<file path="src/rtl/fifo_rd_arbiter.sv">
// Round-robin arbiter sharing one async-FIFO read port among NUM_REQ consumers.
// Define FIFO_ARB_BURST_EN for up to MAX_BURST pops per grant; otherwise one pop per grant.
module fifo_rd_arbiter #(
  parameter int NUM_REQ   = 4,
  parameter int DATA_SIZE = 8,
  parameter int MAX_BURST = 4
) (
  input  logic                 rclk,
  input  logic                 rrst,
  input  logic                 rempty,
  input  logic [DATA_SIZE-1:0] rdata,
  output logic                 rinc,
  input  logic [NUM_REQ-1:0]   req,
  input  logic [NUM_REQ-1:0]   rdy,
  output logic [NUM_REQ-1:0]   gnt,
  output logic [NUM_REQ-1:0]   rvalid,
  output logic [DATA_SIZE-1:0] dout,
  output logic                 busy
);

  localparam int IW = (NUM_REQ > 1) ? $clog2(NUM_REQ) : 1;

  typedef enum logic {IDLE, GRANT} state_t;

  state_t             state_reg, state_next;
  logic [IW-1:0]      g_reg, g_next;
  logic [IW-1:0]      last_reg, last_next;
  logic [NUM_REQ-1:0] gnt_reg, gnt_next;
  logic [IW-1:0]      pick, cand;
  logic [NUM_REQ-1:0] pick_onehot;
  logic               pick_valid;
  logic               xfer;
  logic               burst_done;

`ifdef FIFO_ARB_BURST_EN
  localparam int CW = $clog2(MAX_BURST + 1);
  logic [CW-1:0] cnt_reg, cnt_next;
  assign burst_done = (cnt_reg == CW'(MAX_BURST - 1));
`else
  logic unused_max_burst;
  assign unused_max_burst = ^MAX_BURST;
  assign burst_done       = 1'b1;
`endif

  // Descending scan so the closest requester after last_reg is the one that sticks.
  always_comb begin
    pick       = last_reg;
    pick_valid = 1'b0;
    cand       = '0;
    for (int off = NUM_REQ; off >= 1; off--) begin
      cand = IW'((int'(last_reg) + off) % NUM_REQ);
      if (req[cand]) begin
        pick       = cand;
        pick_valid = 1'b1;
      end
    end
  end

  genvar gi;
  generate
    for (gi = 0; gi < NUM_REQ; gi++) begin : g_lane
      assign pick_onehot[gi] = (pick == IW'(gi));
      assign rvalid[gi]      = gnt_reg[gi] & ~rempty;
    end
  endgenerate

  // Reset gates the pop combinationally so a mid-burst reset never loses a word.
  assign xfer = (state_reg == GRANT) & rdy[g_reg] & ~rempty & ~rrst;
  assign rinc = xfer;
  assign gnt  = gnt_reg;
  assign dout = rdata;
  assign busy = (state_reg == GRANT);

  always_comb begin
    state_next = state_reg;
    g_next     = g_reg;
    last_next  = last_reg;
    gnt_next   = gnt_reg;
`ifdef FIFO_ARB_BURST_EN
    cnt_next   = cnt_reg;
`endif
    case (state_reg)
      IDLE: begin
        if (pick_valid) begin
          state_next = GRANT;
          g_next     = pick;
          gnt_next   = pick_onehot;
`ifdef FIFO_ARB_BURST_EN
          cnt_next   = '0;
`endif
        end
      end
      GRANT: begin
`ifdef FIFO_ARB_BURST_EN
        if (xfer) cnt_next = cnt_reg + 1'b1;
`endif
        if ((xfer && burst_done) || !req[g_reg]) begin
          state_next = IDLE;
          gnt_next   = '0;
          last_next  = g_reg;
`ifdef FIFO_ARB_BURST_EN
          cnt_next   = '0;
`endif
        end
      end
      default: state_next = IDLE;
    endcase
  end

  always_ff @(posedge rclk) begin
    if (rrst) begin
      state_reg <= IDLE;
      g_reg     <= '0;
      gnt_reg   <= '0;
      last_reg  <= IW'(NUM_REQ - 1);
`ifdef FIFO_ARB_BURST_EN
      cnt_reg   <= '0;
`endif
    end else begin
      state_reg <= state_next;
      g_reg     <= g_next;
      gnt_reg   <= gnt_next;
      last_reg  <= last_next;
`ifdef FIFO_ARB_BURST_EN
      cnt_reg   <= cnt_next;
`endif
    end
  end

endmodule

</file>
<file path="config.mk">
export PLATFORM = sky130hd
export DESIGN_NAME = fifo_rd_arbiter
export DESIGN_NICKNAME = d
export VERILOG_FILES = /design/src/rtl/fifo_rd_arbiter.sv
export SDC_FILE = /design/constraint.sdc
export NUM_CORES = 1
export LEC_CHECK = 0
export CAP_MARGIN = 5
export CORE_AREA = 8 8 45 47
export CTS_CLUSTER_DIAMETER = 50
export DETAILED_ROUTE_END_ITERATION = 7
export DIE_AREA = 0 0 53 55
export DONT_BUFFER_PORTS = 1
export PLACE_DENSITY = 0.71
export SLEW_MARGIN = 20
export SYNTH_ARGS = -nofsm -noshare
export SYNTH_HDL_FRONTEND = slang
export SYNTH_SLANG_ARGS = --single-unit
</file>
<file path="constraint.sdc">
create_clock -name rclk -period 2 [get_ports rclk]
set_clock_uncertainty 0.2 [all_clocks]
set_input_delay 0.2 -clock rclk [delete_from_list [all_inputs] [get_ports rclk]]
set_output_delay 0.2 -clock rclk [all_outputs]
set_load 0.02 [all_outputs]
</file>
==> results.yml, run 1 <==
clock_tree:
  htree_levels: 1
  cts_buffers: 3
  clock_latency_ns: 0.27
  clkTransAtPathRegs_ns: 0.06
  post_cts_buffers: 0
  cts_num_sinks: 9
  cts_tree: "done"
  cts_root_buffer: "clkbuf_4"
  cts_buffer_depth: 2
synth:
  synth-edff-count: 0
  syn-num-nets: 90
  synth_area_sq_um: 629
  yosysWarnings: 0
  netlist-cell-type-count: 33
  ys.flop_type: "dfxtp_1"
  synthCells: 71
  synth.avg_cell_area_sq_um: 8.86
  ys_ff_latch: 9
  async_flop_share_pct: 0
  ys_seq_area_share_pct: 28.6
finish:
  nets: 86
  mostFrequentLayoutCell: "dfxtp_1"
  diodes: 0
  fin_area_sq_um: 618
  syn2layout_area_growth_pct: -1.79
  drive_above_1_share_pct: 16.7
  final_cell_mix: "9 x dfxtp_1, 6 x nor2_1, 5 x nor2b_1"
  seq_area_sq_um: 180
  fillCellCount: 126
  largest_reg_flops: 4
  multiInputGateArea_sq_um: 374
floorplan:
  start_util_pct: 45.5
  dieArea_sq_um: 2920
  top_level_ports: 37
  rows: 14
  core_area_sq_um: 1380
  fp.dieH_microns: 55
  chipWidth_microns: 53
place:
  placed_area_sq_um: 581
  dpl_worst_slack_ns: 0.329
  hpwl_mm: 1.08
  gp_congestion: 0.708
  placement.io_buffers: 0
sta:
  clock.fmax_ghz: 0.531
  finalHoldViolCount: 0
  hold_slack_ns: 0.00818
  setup_viol_count_final: 0
  rsz0062_at_grt: "no"
  fin_crit_sh_pct: 94.1
  fin_tns_setup_ns: 0
  worstMarginPinSlew_ns: 0.502
  max_slew_margin_pct: 66.5
  maxSlewViolCount: 0
  period_minus_slack_ns: 1.88
  worst_slack_ns: 0.118
setup_path:
  worstSetupEndpointType: "output port"
  crit_chain: "or3b_1 > o22ai_2 > and2_2"
  required_ns: 1.60
  slowest_delay_ns: 0.40
  crit_type: "flip-flop to output port"
  crit_path_top_delay_cell: "dfxtp_1"
  cp-start-kind: "flip-flop"
  critPathMaxFanout: 5
  cp.arrival_ns: 1.48
drt:
  drc: 0
  vias: 500
  viasPerCell: 6.10
  dr.pass1.iters: 4
  drtIter0Drc: 14
  drt_wl_total_mm: 1.37
  drt.antenna.violating_nets: 0
  avgRoutedWirePerCell_microns: 16.7
min_path:
  hold_path_class: "input pin to flip-flop"
pwr:
  finalPower_mw: 0.504
  power_leakage_nw: 0.207
  irDropWorstVdd_uv: 324
  powerDensity_nw_per_um2: 816
run:
  maxCapViolCount: 0
status:
  status: "complete, no violations"
global_route:
  grt_max_degree: 10
  overflow: 0
  grt_pass1_vias: 489
  grt_pass1_wl_mm: 2.17
  grt_use_total_pct: 10.4
  antenna_found_initial: 0
[synthesized netlist by cell type (2+ instances only)]
library cell | count | area, sq um
a32o_1 | 2 | 20.0
dfxtp_1 | 9 | 180
mux2i_1 | 4 | 40.0
or3b_1 | 3 | 26.3
a21oi_1 | 2 | 10.0
nand3_1 | 2 | 10.0
buf_4 | 8 | 60.1
nor3_1 | 2 | 10.0
nand2b_1 | 3 | 18.8
o22ai_1 | 2 | 12.5
nor3b_1 | 2 | 15.0
nor2b_1 | 5 | 31.3
nor2_1 | 6 | 22.5
o21ai_1 | 2 | 10.0
[critical path, delay by kind of cell, from the launching register on]
family / cells / cell delay [ns]
AND/OR/NAND/NOR: 2 / 0.62
flip-flops: 1 / 0.40
AO/OA/AOI/OAI: 1 / 0.20
[power by group]
| group | internal [mW] | leakage [nW] | total [mW] | switching, mW |
|---|---|---|---|---|
| sequential | 0.202 | 0.0742 | 0.242 | 0.0405 |
| combinational | 0.0587 | 0.118 | 0.118 | 0.0593 |
| clock | 0.0771 | 0.0150 | 0.144 | 0.0673 |
[timing repair]
action / 4_1_cts / 5_1_grt
endpoints found under the setup margin: 0 / 1
gates resized for setup: 0 / 1
endpoints found under the hold margin: 7 / 0
hold buffers: 1 / 0
[per-layer routing]
layer	vias to the layer above	part of all wire [%]	GRT usage, %
li1	240	-	-
met1	241	38	9.95
met2	14	50	17.0
met3	5	9.7	5.08
met4	0	2.3	7.76
met5	-	0	0
[final cells by class]
class,count,share of cell area [%]
Multi-Input combinational cell,50,60.5
Sequential cell,9,29.1
Clock buffer,4,4.25
Tap cell,16,3.24
Timing Repair Buffer,1,1.62
Inverter,2,1.21
[path summary, 6_finish.rpt]
kind,from,to,slack [ns],depth (start not counted)
worst max-delay path,g_reg[1],rinc,0.12,3
worst min-delay path,rrst,gnt[1],0.008,2
worst max register to register,g_reg[0],gnt[0],0.34,4
worst min register to register,g_reg[1],g_reg[1],0.35,2
[through the flow]
stage	instances	util [%]
after floorplan	71	-
after global placement	77	42.0
after detailed placement	77	42.0
after CTS	82	44.6
after global routing	82	44.7
final	82	44.7
[cells by family after synthesis]
group / count (synthesis) / share of synthesized area [%]
compound gates: 16 / 20.1
buf+inv: 12 / 12.1
flops: 9 / 28.6
mux: 5 / 9.94
simple gates: 29 / 29.2
Power figures use the tool's default switching activity.
==> run 2, diff against run 1 <==
--- a/config.mk
+++ b/config.mk
@@ -11,7 +11,7 @@
 export DETAILED_ROUTE_END_ITERATION = 7
 export DIE_AREA = 0 0 53 55
 export DONT_BUFFER_PORTS = 1
-export PLACE_DENSITY = 0.71
+export PLACE_DENSITY_LB_ADDON = 0.12
 export SLEW_MARGIN = 20
 export SYNTH_ARGS = -nofsm -noshare
 export SYNTH_HDL_FRONTEND = slang
==> results.yml, run 2 (same netlist as run 1, synthesis figures left out) <==
clock_tree:
  clkTransAtPathRegs_ns: 0.06
  clock_latency_ns: 0.27
  cts_buffer_depth: 2
  htree_levels: 1
  cts_num_sinks: 9
  post_cts_buffers: 0
  cts_tree: "done"
  cts_buffers: 3
  cts_root_buffer: "clkbuf_4"
finish:
  final_cell_mix: "9 x dfxtp_1, 6 x nor2_1, 5 x nor2b_1"
  drive_above_1_share_pct: 16.7
  mostFrequentLayoutCell: "dfxtp_1"
  diodes: 0
  fin_area_sq_um: 618
  largest_reg_flops: 4
  syn2layout_area_growth_pct: -1.79
  fillCellCount: 136
  nets: 86
global_route:
  overflow: 0
  grt_pass1_wl_mm: 2.04
  grt_pass1_vias: 449
  grt_max_degree: 11
  antenna_found_initial: 0
  grt_util_met1_pct: 10.3
  met2_usage_pct: 14.3
  use_met3_pct: 5.35
  busiest_layer: "met2"
  grt_use_total_pct: 9.98
floorplan:
  start_util_pct: 45.5
  chipWidth_microns: 53
  core_area_sq_um: 1380
  fp.dieH_microns: 55
  rows: 14
  dieArea_sq_um: 2920
  top_level_ports: 37
drt:
  drt_wl_total_mm: 1.35
  drtIter0Drc: 10
  vias: 495
  viasPerCell: 6.04
  drt.antenna.violating_nets: 0
  dr.pass1.iters: 4
  avgRoutedWirePerCell_microns: 16.5
  drc: 0
setup_path:
  critPathMaxFanout: 5
  required_ns: 1.60
  cp-start-kind: "flip-flop"
  cp.arrival_ns: 1.50
  worstSetupEndpointType: "output port"
  crit_type: "flip-flop to output port"
sta:
  fin_crit_sh_pct: 94.9
  setup_viol_count_final: 0
  fin_tns_setup_ns: 0
  period_minus_slack_ns: 1.90
  finalHoldViolCount: 0
  max_slew_margin_pct: 66.9
  clock.fmax_ghz: 0.527
  maxSlewViolCount: 0
  rsz0062_at_grt: "no"
  hold_slack_ns: 0.00424
  worstMarginPinSlew_ns: 0.497
pwr:
  power_leakage_nw: 0.207
  powerDensity_nw_per_um2: 819
  irDropWorstVdd_uv: 330
place:
  placement.io_buffers: 0
  hpwl_mm: 1.05
  gp_congestion: 0.791
  placed_area_sq_um: 581
run:
  maxCapViolCount: 0
status:
  status: "complete, no violations"
min_path:
  hold_path_class: "input pin to flip-flop"
## run 2: cell counts in the layout (fill, tap and decap cells not counted)
No cell type changed its count.
## run 2: power breakdown
| part | switching [mW] | leakage [nW] | total [mW] | internal (mW) |
|---|---|---|---|---|
| Clock | 0.0690 | 0.0150 | 0.146 | 0.0772 |
| Sequential | 0.0404 | 0.0742 | 0.242 | 0.202 |
| Combinational | 0.0594 | 0.118 | 0.118 | 0.0587 |
## run 2: through the flow
step                      total power, mW  utilization [%]  worst slack (ns)  std cells
after floorplan                     0.367                -             0.403         71
after global placement              0.362             42.0             0.343         77
after detailed placement            0.361             42.0             0.343         77
after CTS                           0.510             44.6            0.0556         82
after global routing                0.545             44.7            0.0140         82
final                               0.506             44.7             0.102         82
## run 2: path summary, 6_finish.rpt
check | from | endpoint | slack (ns) | depth (start not counted)
hold reg to reg | g_reg[1] | g_reg[1] | 0.35 | 2
setup reg to reg | g_reg[0] | last_reg[1] | 0.34 | 4
setup / recovery | g_reg[1] | rinc | 0.10 | 3
hold / removal | req[1] | g_reg[1] | 0.004 | 3
## run 2: what timing repair did
item / CTS / global route
setup endpoints to repair: 0 / 1
hold endpoints to repair: 8 / 0
resized for setup: 0 / 1
hold buffers: 1 / 0
## run 2: critical path, cell delays in order, from the launching register on
cell and delay [ns]:
dfxtp_1 0.41, or3b_1 0.37, o22ai_2 0.20, and2_2 0.24
## run 2: routing by layer
metal / vias to the layer above / share of wire (%)
li1: 242 / -
met1: 232 / 39
met2: 16 / 48
met3: 5 / 9.1
met4: 0 / 3.3
met5: - / 0
## run 2: final cells by class
type | count | area (sq um) | share of cell area [%]
clock buffer | 4 | 26.3 | 4.25
inverter | 2 | 7.51 | 1.21
multi-input combinational | 50 | 374 | 60.5
sequential | 9 | 180 | 29.1
tap | 16 | 20.0 | 3.24
timing repair buffer | 1 | 10.0 | 1.62
==> run 3, diff against run 2 <==
--- a/config.mk
+++ b/config.mk
@@ -6,10 +6,11 @@
 export NUM_CORES = 1
 export LEC_CHECK = 0
 export CAP_MARGIN = 5
-export CORE_AREA = 8 8 45 47
+export CORE_MARGIN = 8
+export CORE_UTILIZATION = 30
+export CTS_BUF_LIST = sky130_fd_sc_hd__clkbuf_4
 export CTS_CLUSTER_DIAMETER = 50
 export DETAILED_ROUTE_END_ITERATION = 7
-export DIE_AREA = 0 0 53 55
 export DONT_BUFFER_PORTS = 1
 export PLACE_DENSITY_LB_ADDON = 0.12
 export SLEW_MARGIN = 20
==> results.yml, run 3 (same netlist as run 1, synthesis figures left out) <==
global_route:
  grt_max_degree: 10
  overflow: 0
  grt_pass1_wl_mm: 2.48
  antenna_found_initial: 0
  grt_pass1_vias: 475
  grt_use_total_pct: 9.10
clock_tree:
  cts_tree: "done"
  clock_latency_ns: 0.26
  htree_levels: 1
  cts_root_buffer: "clkbuf_4"
  cts_buffer_depth: 2
  clkTransAtPathRegs_ns: 0.06
  cts_num_sinks: 9
  cts_buffers: 3
sta:
  maxSlewViolCount: 0
  setup_viol_count_final: 0
  fin_tns_setup_ns: 0
  max_slew_margin_pct: 63.9
  finalHoldViolCount: 0
  fin_crit_sh_pct: 94.8
  clock.fmax_ghz: 0.527
  period_minus_slack_ns: 1.90
  rsz0062_at_grt: "no"
  worstMarginPinSlew_ns: 0.541
setup_path:
  crit_buf_inv: 0
  slowest_delay_ns: 0.42
  r2r_start: "g_reg[0]"
  critPathMaxFanout: 5
  reg2regPathDepth: 4
  cp_top_family: "simple AND/OR/NAND/NOR gates"
  cp.arrival_ns: 1.50
  r2r-end: "gnt[1]"
  required_ns: 1.60
  crit_type: "flip-flop to output port"
  crit_path_top_delay_cell: "dfxtp_1"
  r2r_slack_ns: 0.31
  worstSetupEndpointType: "output port"
  crit_chain: "or3b_1 > o22ai_2 > and2_2"
  cp-start-kind: "flip-flop"
place:
  hpwl_mm: 1.28
  gp_congestion: 0.725
  placement.io_buffers: 0
drt:
  drt.antenna.violating_nets: 0
  drc: 0
  dr.pass1.iters: 4
  viasPerCell: 5.33
  drt_wl_total_mm: 1.65
  drtIter0Drc: 23
  vias: 501
  avgRoutedWirePerCell_microns: 17.6
pwr:
  powerDensity_nw_per_um2: 810
  finalPower_mw: 0.523
  irDropWorstVdd_uv: 330
  power_leakage_nw: 0.214
  seqPwrFrac_pct: 46.6
  comb_power_share_pct: 23.2
  switching_share_pct: 32.7
  p_int_mw: 0.352
  clkPwrFrac_pct: 30.2
  p_sw_mw: 0.171
min_path:
  min_path_cells: 3
  hold_path_class: "input pin to flip-flop"
  hold_path_end: "g_reg[1]"
  hp-start: "req[1]"
floorplan:
  chipWidth_microns: 61.8
  start_util_pct: 32.1
  top_level_ports: 37
  rows: 16
  fp.dieH_microns: 61.8
  core_area_sq_um: 1960
  dieArea_sq_um: 3820
finish:
  seq_area_sq_um: 180
  multiInputGateArea_sq_um: 374
  final_cell_mix: "9 x dfxtp_1, 6 x nor2_1, 5 x nor2b_1"
  syn2layout_area_growth_pct: 2.58
  mostFrequentLayoutCell: "dfxtp_1"
  fillCellCount: 231
  drive_above_1_share_pct: 17.9
  largest_reg_flops: 4
  nets: 87
  diodes: 0
status:
  status: "complete, no violations"
run:
  maxCapViolCount: 0
## run 3: worst reg2reg max path, cell delays in order, from the launching register on
cell	delay, ns
dfxtp_1	0.46
mux4_2	0.54
inv_2	0.08
o21ai_1	0.07
a32o_1	0.23
## run 3: layout make-up
class	instances	share of cell area [%]
Multi-Input combinational cell	50	57.9
Sequential cell	9	27.9
Tap cell	27	5.23
Clock buffer	4	4.65
Timing Repair Buffer	2	3.10
Inverter	2	1.16
## run 3: layer usage
layer	wire, microns	share of wire [%]	global-route usage [%]
met1	623	38	9.66
met2	760	46	12.9
met3	243	15	5.35
met4	25	1.5	7.14
met5	0	0	0
## run 3: through the flow
step / hold slack, ns / setup WS (ns) / util [%] / std cells / instance area [sq um]
2_1_floorplan: 0.194 / 0.403 / - / 71 / 629
3_3_place_gp: 0.0766 / 0.329 / 30.3 / 88 / 594
3_5_place_dp: 0.0765 / 0.317 / 30.3 / 88 / 594
4_1_cts: 0.00305 / 0.0621 / 32.3 / 93 / 634
5_1_grt: 0.0107 / 0.00617 / 32.9 / 94 / 646
6_report: 0.0131 / 0.104 / 32.9 / 94 / 646
## run 3: how the worst max path moves through the flow
stage                     cells after the start         from  slack [ns]  endpoint
after detailed placement                      4     g_reg[0]        0.32    gnt[1]
final                                         3     g_reg[1]        0.10      rinc
after global routing                          3     g_reg[1]       0.006      rinc
after floorplan                               5     g_reg[0]        0.40    gnt[0]
after CTS                                     3     g_reg[1]        0.06      rinc
after global placement                        4  last_reg[0]        0.33    gnt[3]
## run 3: power by group through the flow
stage,registers [mW],clock network (mW),logic [mW]
floorplan,0.235,0,0.131
global placement,0.247,0,0.117
detailed placement,0.248,0,0.115
CTS,0.244,0.163,0.120
global route,0.249,0.177,0.135
finish,0.244,0.158,0.121
## run 3: what timing repair did
item	4_1_cts	5_1_grt
hold buffers	1	1
endpoints found under the setup margin	0	1
resized for setup	0	1
buffers inserted	0	0
hold endpoints to repair	7	2
